File: config.mk
export PLATFORM = sky130hd
export DESIGN_NAME = lcd_spi_rx
export DESIGN_NICKNAME = d
export VERILOG_FILES = /design/src/rtl/lcd_spi_rx.sv
export SDC_FILE = /design/constraint.sdc
export NUM_CORES = 1
export LEC_CHECK = 0
export CORE_MARGIN = 8
export CORE_UTILIZATION = 50
export DETAILED_ROUTE_END_ITERATION = 6
export PLACE_DENSITY = 0.76
export SYNTH_ARGS = -nofsm -noshare
export SYNTH_HDL_FRONTEND = slang
export SYNTH_SLANG_ARGS = --single-unit
File: constraint.sdc
create_clock -name clk -period 6.3 [get_ports clk]
set_clock_uncertainty 0.15 [all_clocks]
set_input_delay 1.26 -clock clk [delete_from_list [all_inputs] [get_ports clk]]
set_output_delay 1.26 -clock clk [all_outputs]
set_load 0.02 [all_outputs]
File: src/rtl/lcd_spi_rx.sv
// SPI (mode 0) slave receiver for the LCD link: rebuilds DCX-tagged bytes from
// the CSX/SCK/SDO/DCX stream and queues them in a small FIFO for the reader.
module lcd_spi_rx #(
  parameter int DEPTH = 4,
  parameter bit SYNC  = 1'b1
) (
  input  logic                     clk,
  input  logic                     reset,
  input  logic                     CSX,
  input  logic                     SCK,
  input  logic                     SDO,
  input  logic                     DCX,
  input  logic                     rd_en,
  input  logic                     clear,
  output logic [8:0]               rd_data,
  output logic                     rd_valid,
  output logic [$clog2(DEPTH):0]   level,
  output logic                     busy,
  output logic                     overflow,
  output logic                     frame_err
);

  localparam int               AW       = $clog2(DEPTH);
  localparam logic [AW:0]      FULL_LVL = (AW + 1)'(DEPTH);
  // Idle bus image {CSX, DCX, SCK, SDO}: deselected, data mode, clock low.
  localparam logic [3:0]       IDLE_BUS = 4'b1100;

  // ---------------------------------------------------------------------------
  // Input conditioning
  // ---------------------------------------------------------------------------
  logic [3:0] raw_bus;
  logic [3:0] cond_bus;
  logic       csx_c, dcx_c, sck_c, sdo_c;
  logic       sck_prev;
  logic       sck_rise;

  assign raw_bus = {CSX, DCX, SCK, SDO};

  generate
    if (SYNC) begin : g_sync
      logic [3:0] meta_bus;
      logic [3:0] stab_bus;

      // NOTE: clocked state is always assigned with <= so every flop samples
      // the pre-edge value of its neighbours; = here would collapse the chain.
      always_ff @(posedge clk or posedge reset) begin
        if (reset) begin
          meta_bus <= IDLE_BUS;
          stab_bus <= IDLE_BUS;
        end else begin
          meta_bus <= raw_bus;
          stab_bus <= meta_bus;
        end
      end

      assign cond_bus = stab_bus;
    end else begin : g_nosync
      logic [3:0] stab_bus;

      always_ff @(posedge clk or posedge reset) begin
        if (reset) stab_bus <= IDLE_BUS;
        else       stab_bus <= raw_bus;
      end

      assign cond_bus = stab_bus;
    end
  endgenerate

  assign {csx_c, dcx_c, sck_c, sdo_c} = cond_bus;

  always_ff @(posedge clk or posedge reset) begin
    if (reset) sck_prev <= 1'b0;
    else       sck_prev <= sck_c;
  end

  assign sck_rise = sck_c & ~sck_prev;
  assign busy     = ~csx_c;

  // ---------------------------------------------------------------------------
  // Bit capture
  // ---------------------------------------------------------------------------
  logic [2:0] bit_cnt;
  logic [6:0] shift_q;
  logic       byte_done;
  logic [8:0] byte_word;

  assign byte_done = sck_rise & ~csx_c & (bit_cnt == 3'd7);
  assign byte_word = {dcx_c, shift_q, sdo_c};

  always_ff @(posedge clk or posedge reset) begin
    if (reset) begin
      bit_cnt <= 3'd0;
      shift_q <= 7'd0;
    end else if (csx_c) begin
      // Deselect throws away any partial byte.
      bit_cnt <= 3'd0;
    end else if (sck_rise) begin
      shift_q <= {shift_q[5:0], sdo_c};
      bit_cnt <= bit_cnt + 3'd1;
    end
  end

  always_ff @(posedge clk or posedge reset) begin
    if (reset)                         frame_err <= 1'b0;
    else if (clear)                    frame_err <= 1'b0;
    else if (csx_c && bit_cnt != 3'd0) frame_err <= 1'b1;
  end

  // ---------------------------------------------------------------------------
  // FIFO
  // ---------------------------------------------------------------------------
  logic [8:0]    mem [DEPTH];
  logic [AW-1:0] wr_ptr;
  logic [AW-1:0] rd_ptr;
  logic          push_ok;
  logic          pop_ok;
  logic          drop;

  // NOTE: every always_comb output gets a default first, so no path can leave
  // a value unassigned and infer a latch.
  always_comb begin
    push_ok = 1'b0;
    pop_ok  = 1'b0;
    drop    = 1'b0;
    if (!clear) begin
      pop_ok = rd_en && (level != '0);
      if (byte_done) begin
        if (level != FULL_LVL || pop_ok) push_ok = 1'b1;
        else                             drop    = 1'b1;
      end
    end
  end

  always_ff @(posedge clk or posedge reset) begin
    if (reset) begin
      wr_ptr   <= '0;
      rd_ptr   <= '0;
      level    <= '0;
      overflow <= 1'b0;
    end else if (clear) begin
      wr_ptr   <= '0;
      rd_ptr   <= '0;
      level    <= '0;
      overflow <= 1'b0;
    end else begin
      if (push_ok) wr_ptr <= wr_ptr + 1'b1;
      if (pop_ok)  rd_ptr <= rd_ptr + 1'b1;
      case ({push_ok, pop_ok})
        2'b10:   level <= level + 1'b1;
        2'b01:   level <= level - 1'b1;
        default: level <= level;
      endcase
      if (drop) overflow <= 1'b1;
    end
  end

  // NOTE: the storage array has no reset; only pointers and level do, and the
  // head is masked below so nothing stale is visible while empty.
  always_ff @(posedge clk) begin
    if (push_ok) mem[wr_ptr] <= byte_word;
  end

  assign rd_valid = (level != '0);
  assign rd_data  = rd_valid ? mem[rd_ptr] : 9'h000;

endmodule

==> flow_summary.toml <==
[final_layout]
finalInstanceArea_mm2 = 0.00313
utilization = 0.612
syn_to_final_growth_pct = 18.7
multi_input_area_um2 = 798
regArea_mm2 = 0.00179
diodes = 0
fillers = 399
drive_gt1_frac = 0.211
nets = 205

[min_path]
worstHoldPathType = "reg2reg"

[cts]
htree_levels = 3
cts_setup_buffers = 0
cts-root-buf = "clkbuf_8"
insertion_delay_ns = 0.34
clkTransAtPathRegs_ns = 0.07
clock_path_buffers = 2
postCtsHoldBufs = 0
numCtsBuffers = 9
cts_tree = "done"
cts.sinks = 64
cts_resized = 0

[timing]
setup_tns_ns = 0
whs_ns = 0.200
max_freq_ghz = 0.261
finalCriticalPeriod_ns = 3.83
drv_slew = 0
relSlewSlack = 0.299
min_period_over_period = 0.608
worst_slew_pin_slew_ns = 1.05
final-setup-viol-count = 0
rsz0062_at_grt = "no"
timing_hold_violations_final = 0

[global_routing]
grt_util_met3 = 0.0483
grtUsageMet1 = 0.144
antenna_found_initial = 0
grt_max_degree = 29
busiest_layer = "met2"
grt_pass1_wl_mm = 7.40
grt_overflow = 0
grt_util_met2 = 0.225
first_global_vias = 1478
grt_use_total = 0.133

[synthesis]
ys_seq_elements = 64
ys.flop_type = "edfxtp_1"
synth_cell_types = 36
yosysTopAreaCell = "edfxtp_1"
synth.area.top_cells = "edfxtp_1 41%, dfrtp_1 23%, mux4_2 7.7%"
synth_most_common_cell = "edfxtp_1"
netlist_instances = 160
yosysWarnings = 0
synth-edff-count = 36
yosys-top-cells-count = "36 x edfxtp_1, 24 x dfrtp_1, 15 x and2_1, 10 x nor2_1, 9 x mux4_2"
ys_seq_area_frac = 0.679
yosysTopAreaCellShare = 0.411
netlist_area_mm2 = 0.00263
syn_area_per_cell_um2 = 16.5
synth_nets = 176
async_flop_share = 0.438

[setup_path]
reg2reg_from = "level[0]"
rr_worst_depth = 8
cp_slowest_cell = "dfrtp_1"
cp-startpoint = "rd_ptr[0]"
worst_ep_arrival_time_ns = 2.42
path_cells = "mux4_2, and2_1, clkdlybuf4s50_1"
cp.required_ns = 4.89
r2r_slack_ns = 3.83
max_stage_delay_ns = 0.77
cp-end-kind = "primary output"
path_max_fanout = 11
cp-endpoint = "rd_data[3]"
r2r-end = "level[2]"
critPathLaunchType = "flip-flop"
worst-setup-path-type = "reg2out"

[die]
rows = 26
start_util = 0.515
io_pins = 24
die_x_um = 88.6
die_area_mm2 = 0.00784
die_y_um = 88.6
core_mm2 = 0.00511

[detailed_routing]
ant_nets = 0
wl_per_cell_um = 17.6
firstDrtPassIters = 4
first_iter_violations = 61
totalWireLength_mm = 4.66
drc = 0
dr_total_vias = 1387
viasPerCell = 5.25

[power]
p_total_uw = 898
leakagePower_uw = 0.00117
ir_worst_vdd_mv = 0.147
power.density_mw_per_mm2 = 287

[placement]
io_buffer_count = 23
finalWeightedCongestion = 0.748
hpwl_mm = 3.04
placed_cell_area_mm2 = 0.00293

[run_status]
status = "complete, no violations"

[flow_run]
drv_cap = 0
==> final cells by class <==
class,count,area share
multi-input combinational,84,0.255
clock inverter,6,0.0220
tap,70,0.0280
timing repair buffer,23,0.0737
inverter,7,0.00841
sequential,64,0.572
clock buffer,10,0.0408
==> layer usage <==
metal	vias up	wire, µm	part of all wire
met5	-	0	0
met4	0	39	0.0084
met3	4	190	0.041
met2	31	2430	0.52
met1	714	2000	0.43
li1	638	-	-
==> worst min path at each step <==
stage / start / to / depth (start not counted) / slack [ns]
2_1_floorplan: g_sync.meta_bus[0] / cond_bus[0] / 0 / 0.18
3_3_place_gp: g_sync.meta_bus[0] / cond_bus[0] / 0 / 0.18
3_5_place_dp: g_sync.meta_bus[0] / cond_bus[0] / 0 / 0.19
4_1_cts: g_sync.meta_bus[0] / cond_bus[0] / 0 / 0.20
5_1_grt: g_sync.meta_bus[2] / cond_bus[2] / 0 / 0.21
6_report: g_sync.meta_bus[0] / cond_bus[0] / 0 / 0.20
==> sequential cells by signal, summed over array words and instances (netlist names), 2 cells and up <==
name             count
g_sync.meta_bus      4
mem                 36
wr_ptr               2
shift_q              7
cond_bus             4
rd_ptr               2
level                3
bit_cnt              3
==> power by group <==
part	internal [µW]	leakage (µW)	switching, µW
logic	21.6	0.000394	16.0
registers	488	0.000679	29.4
clock network	185	0.0000968	159
total	694	0.00117	204
==> worst max-delay path: cells and delay by family (launching register included) <==
kind / cells / cell delay [ns]
flops: 1 / 0.77
mux: 1 / 0.59
buf+inv: 1 / 0.54
simple gates: 1 / 0.17
==> cells by family after synthesis <==
logic type               synth area share
AO/OA/AOI/OAI                      0.0238
XOR/XNOR                           0.0195
adder cells (fa/ha/maj)            0.0409
buffers and inverters              0.0181
flip-flops                          0.679
multiplexers                        0.120
AND/OR/NAND/NOR                    0.0989
==> through the flow <==
step | setup WS, ns | std cells
5_1_grt | 2.33 | 264
2_1_floorplan | 3.42 | 160
3_5_place_dp | 2.78 | 248
6_report | 2.47 | 264
4_1_cts | 2.39 | 264
3_3_place_gp | 2.84 | 248
==> cell usage in the layout (no fill, tap or decap), types with 6 or more instances in the layout <==
cell type,n
mux2_2,6
edfxtp_1,36
ha_1,7
inv_1,7
nor2_1,10
dfrtp_1,24
clkdlybuf4s50_1,23
and2_1,15
mux4_2,9
clkbuf_8,9
(Power assumes the default switching activity.)
==> edit 1: new RTL, same flow settings <==
Set the parameter `DEPTH` to 8 (it was 4).
--- a/src/rtl/lcd_spi_rx.sv
+++ b/src/rtl/lcd_spi_rx.sv
@@ -1,7 +1,7 @@
 // SPI (mode 0) slave receiver for the LCD link: rebuilds DCX-tagged bytes from
 // the CSX/SCK/SDO/DCX stream and queues them in a small FIFO for the reader.
 module lcd_spi_rx #(
-  parameter int DEPTH = 4,
+  parameter int DEPTH = 8,
   parameter bit SYNC  = 1'b1
 ) (
   input  logic                     clk,
Interface: changed (resized level); port bits go from 24 to 25. No check against the original RTL was run, so the function may have changed too.
==> edit 1 against the original RTL <==
- final area grew 52%
- sequential cell count grew 39
- power grew 44%
- synthesized area grew 60%
- register-to-register slack lost 690 ps
- maximum frequency shrank 6.6%
- first-iteration DRC count grew 62%
- routed wire length grew 51%
- count of clock-buffer cells in the layout shrank 1
- hold slack gained 8.0 ps
- worst setup slack lost 270 ps
- critical path depth grew 1
- critical path type unchanged
==> edit 1: results (changes against the original RTL) <==
[placement]
hpwlAfterDp_mm=4.75  ; +56%
dp_slack_ps=2090  ; -699 ps
placed_area_um2=4550  ; +55%
dp_cells=366  ; +48%
gp_congestion=0.700  ; -6.4%

[detailed_routing]
met3_length_um=367  ; +93%
wire_per_inst_um=18.4  ; +4.5%

[setup_path]
r2r_slack_ps=3140  ; -690 ps
r2r_end=mem[1][2]
crit_family=simple AND/OR/NAND/NOR gates
reg2reg_depth=7  ; -1
critPathMaxFanout=10  ; -1

[logic_synthesis]
synth_cell_types=40  ; +11%
synthAdderAreaFrac_pct=2.08  ; -2.0 points
synth_edf_count=72  ; +100%
synth_fp_nets=260  ; +48%
synth_compound_area_share_pct=4.01  ; +1.6 points
synthMuxAreaShare_pct=14.6  ; +2.6 points

[power]
p_switching_mw=0.293  ; +43%
peakVddDrop_mv=0.137  ; -7.1%

[cells_and_area]
reg_top3=mem: 72 flops, shift_q: 7 flops
nets=287  ; +40%

[status]
status=completed

[hold_path]
worstHoldEndpoint=cond_bus[1]

[clock_network]
cts.clk_slew.worst_paths_ps=100  ; +30 ps

[global_route]
grt_pass1_wl_mm=11.6  ; +56%
grt_pass1_vias=2193  ; +48%

-- edit 1: power groups by stage --
stage | sequential (mW) | clock (mW) | combinational, mW
2_1_floorplan | 0.835 | 0 | 0.0266
3_3_place_gp | 0.855 | 0 | 0.0362
3_5_place_dp | 0.861 | 0 | 0.0380
4_1_cts | 0.846 | 0.423 | 0.0382
5_1_grt | 0.855 | 0.454 | 0.0432
6_report | 0.845 | 0.410 | 0.0373
-- edit 1: cell type report --
class / count / area [µm²]
Sequential cell: 103 / 2940
Tap cell: 105 / 131
Inverter: 6 / 22.5
Clock inverter: 7 / 82.6
Timing Repair Buffer: 28 / 270
Multi-Input combinational cell: 124 / 1180
Clock buffer: 9 / 124
Fill cell: 630 / 3420
-- edit 1: worst reg2reg max path, stage by stage, from the launching register on --
cell and delay (ps):
dfrtp_1 390, ha_1 160, ha_1 120, nor4bb_1 200, buf_4 210, o21ai_1 140
or3b_1 460, nor3_1 950
==> edit 2: new RTL, same flow settings <==
Without the edit above. Put a register stage on the outputs `rd_data` and `busy`, without a reset. The values now appear one clock later. The other outputs are not delayed to match.
--- a/src/rtl/lcd_spi_rx.sv
+++ b/src/rtl/lcd_spi_rx.sv
@@ -74,7 +74,10 @@
   end
 
   assign sck_rise = sck_c & ~sck_prev;
-  assign busy     = ~csx_c;
+  always_ff @(posedge clk) begin
+    rd_data <= rd_valid ? mem[rd_ptr] : 9'h000;
+    busy    <= ~csx_c;
+  end
 
   // ---------------------------------------------------------------------------
   // Bit capture
@@ -161,7 +164,6 @@
   end
 
   assign rd_valid = (level != '0);
-  assign rd_data  = rd_valid ? mem[rd_ptr] : 9'h000;
 
 endmodule
 
Behaviour: not the same (a bounded check fails within 4 cycles, from zero or initial values and one cycle with reset high).
==> edit 2 against the original RTL <==
- power rose by 12%
- hold slack got worse by 1.7 ps
- first-iteration DRC count rose by 110%
- worst setup slack improved by 530 ps
- sequential cell count rose by 10
- final area rose by 7.7%
- non-clock buffer count did not move
- largest cell class unchanged
- synthesized cell count rose by 6.9%
- largest power group unchanged
- die area rose by 7.4%
- synthesized area rose by 9.0%
- routed wire length fell by 3.5%
- sequential share of layout area rose by 1.9 points
- clock power rose by 12%
- maximum frequency rose by 16%
==> edit 2: results (changes against the original RTL) <==
[global_route]
grt_pass1_wl_mm=7.78  ; +5.1%
grtUsageMet2_pct=18.2  ; -4.3 points
grt_pass1_vias=1557  ; +5.3%
met1_usage_pct=14.9  ; +0.52 points

[cells_and_area]
n_fill_cell=402  ; +0.75%
fin_cells=277  ; +4.9%
nClkBuffers=12  ; +2
layout-drive-gt1-share_pct=20.0  ; -1.1 points
design_area_um2=3370  ; +7.7%
buffer_area_share_pct=6.84  ; -0.53 points
seq_area_um2=1990  ; +11%
reg_top3=mem: 36 flops, rd_data: 9 flops, shift_q: 7 flops
multi_input_area_share_pct=24.6  ; -0.93 points

[setup_path]
critPathMaxFanout=12  ; +1
r2r_slack_ps=3810  ; -20 ps

[status]
status=completed

[detailed_routing]
wirelength_met1_mm=2.08  ; +4.4%
drt_iter0_markers=127  ; +110%
wire_per_inst_um=16.2  ; -8.0%

[placement]
gp_congestion=0.833  ; +11%
dp_cells=261  ; +5.2%

[power]
peakVddDrop_mv=0.164  ; +12%
p_switching_mw=0.210  ; +2.6%
leakagePower_nw=1.26  ; +7.9%

[logic_synthesis]
synth_fp_nets=187  ; +6.3%

[sta]
relSlewSlack_pct=30.6  ; +0.64 points

[floorplanning]
fp.coreArea_um2=5540  ; +8.5%

[hold_path]
hp-start=g_sync.meta_bus[1]

edit 2: changes by cell type after synthesis, sizes merged:
cell,unedited run,this run
a21oi,3,4
a31oi,2,1
and2b,1,0
buf,2,3
clkbuf,3,2
dfxtp,0,10
nand2b,3,2
nand3,1,2
nand4,1,0
nor2b,1,2
nor3,2,3
or2b,0,1
edit 2: kinds of logic after synthesis:
group                      after synthesis  synth area share, %
DFF                                     74                 69.2
AOI/OAI and AO/OA                       11                 2.14
and+or+nand+nor                         42                 10.2
adders and majority gates                8                 3.75
muxes                                   19                 11.0
buffers and inverters                   12                 1.92
xor gates and xnor gates                 5                 1.79
edit 2: worst max path at each step:
stage,to,slack [ps],cells past startpoint
floorplan,level[2],3540,7
global placement,level[2],3030,7
detailed placement,level[2],2880,7
CTS,rd_valid,2970,2
global route,rd_valid,2930,2
finish,rd_valid,3000,2
edit 2: critical path, cell delays in order, from the launching register on:
cell	delay [ps]
dfrtp_1	490
or3_4	490
clkdlybuf4s50_1	570
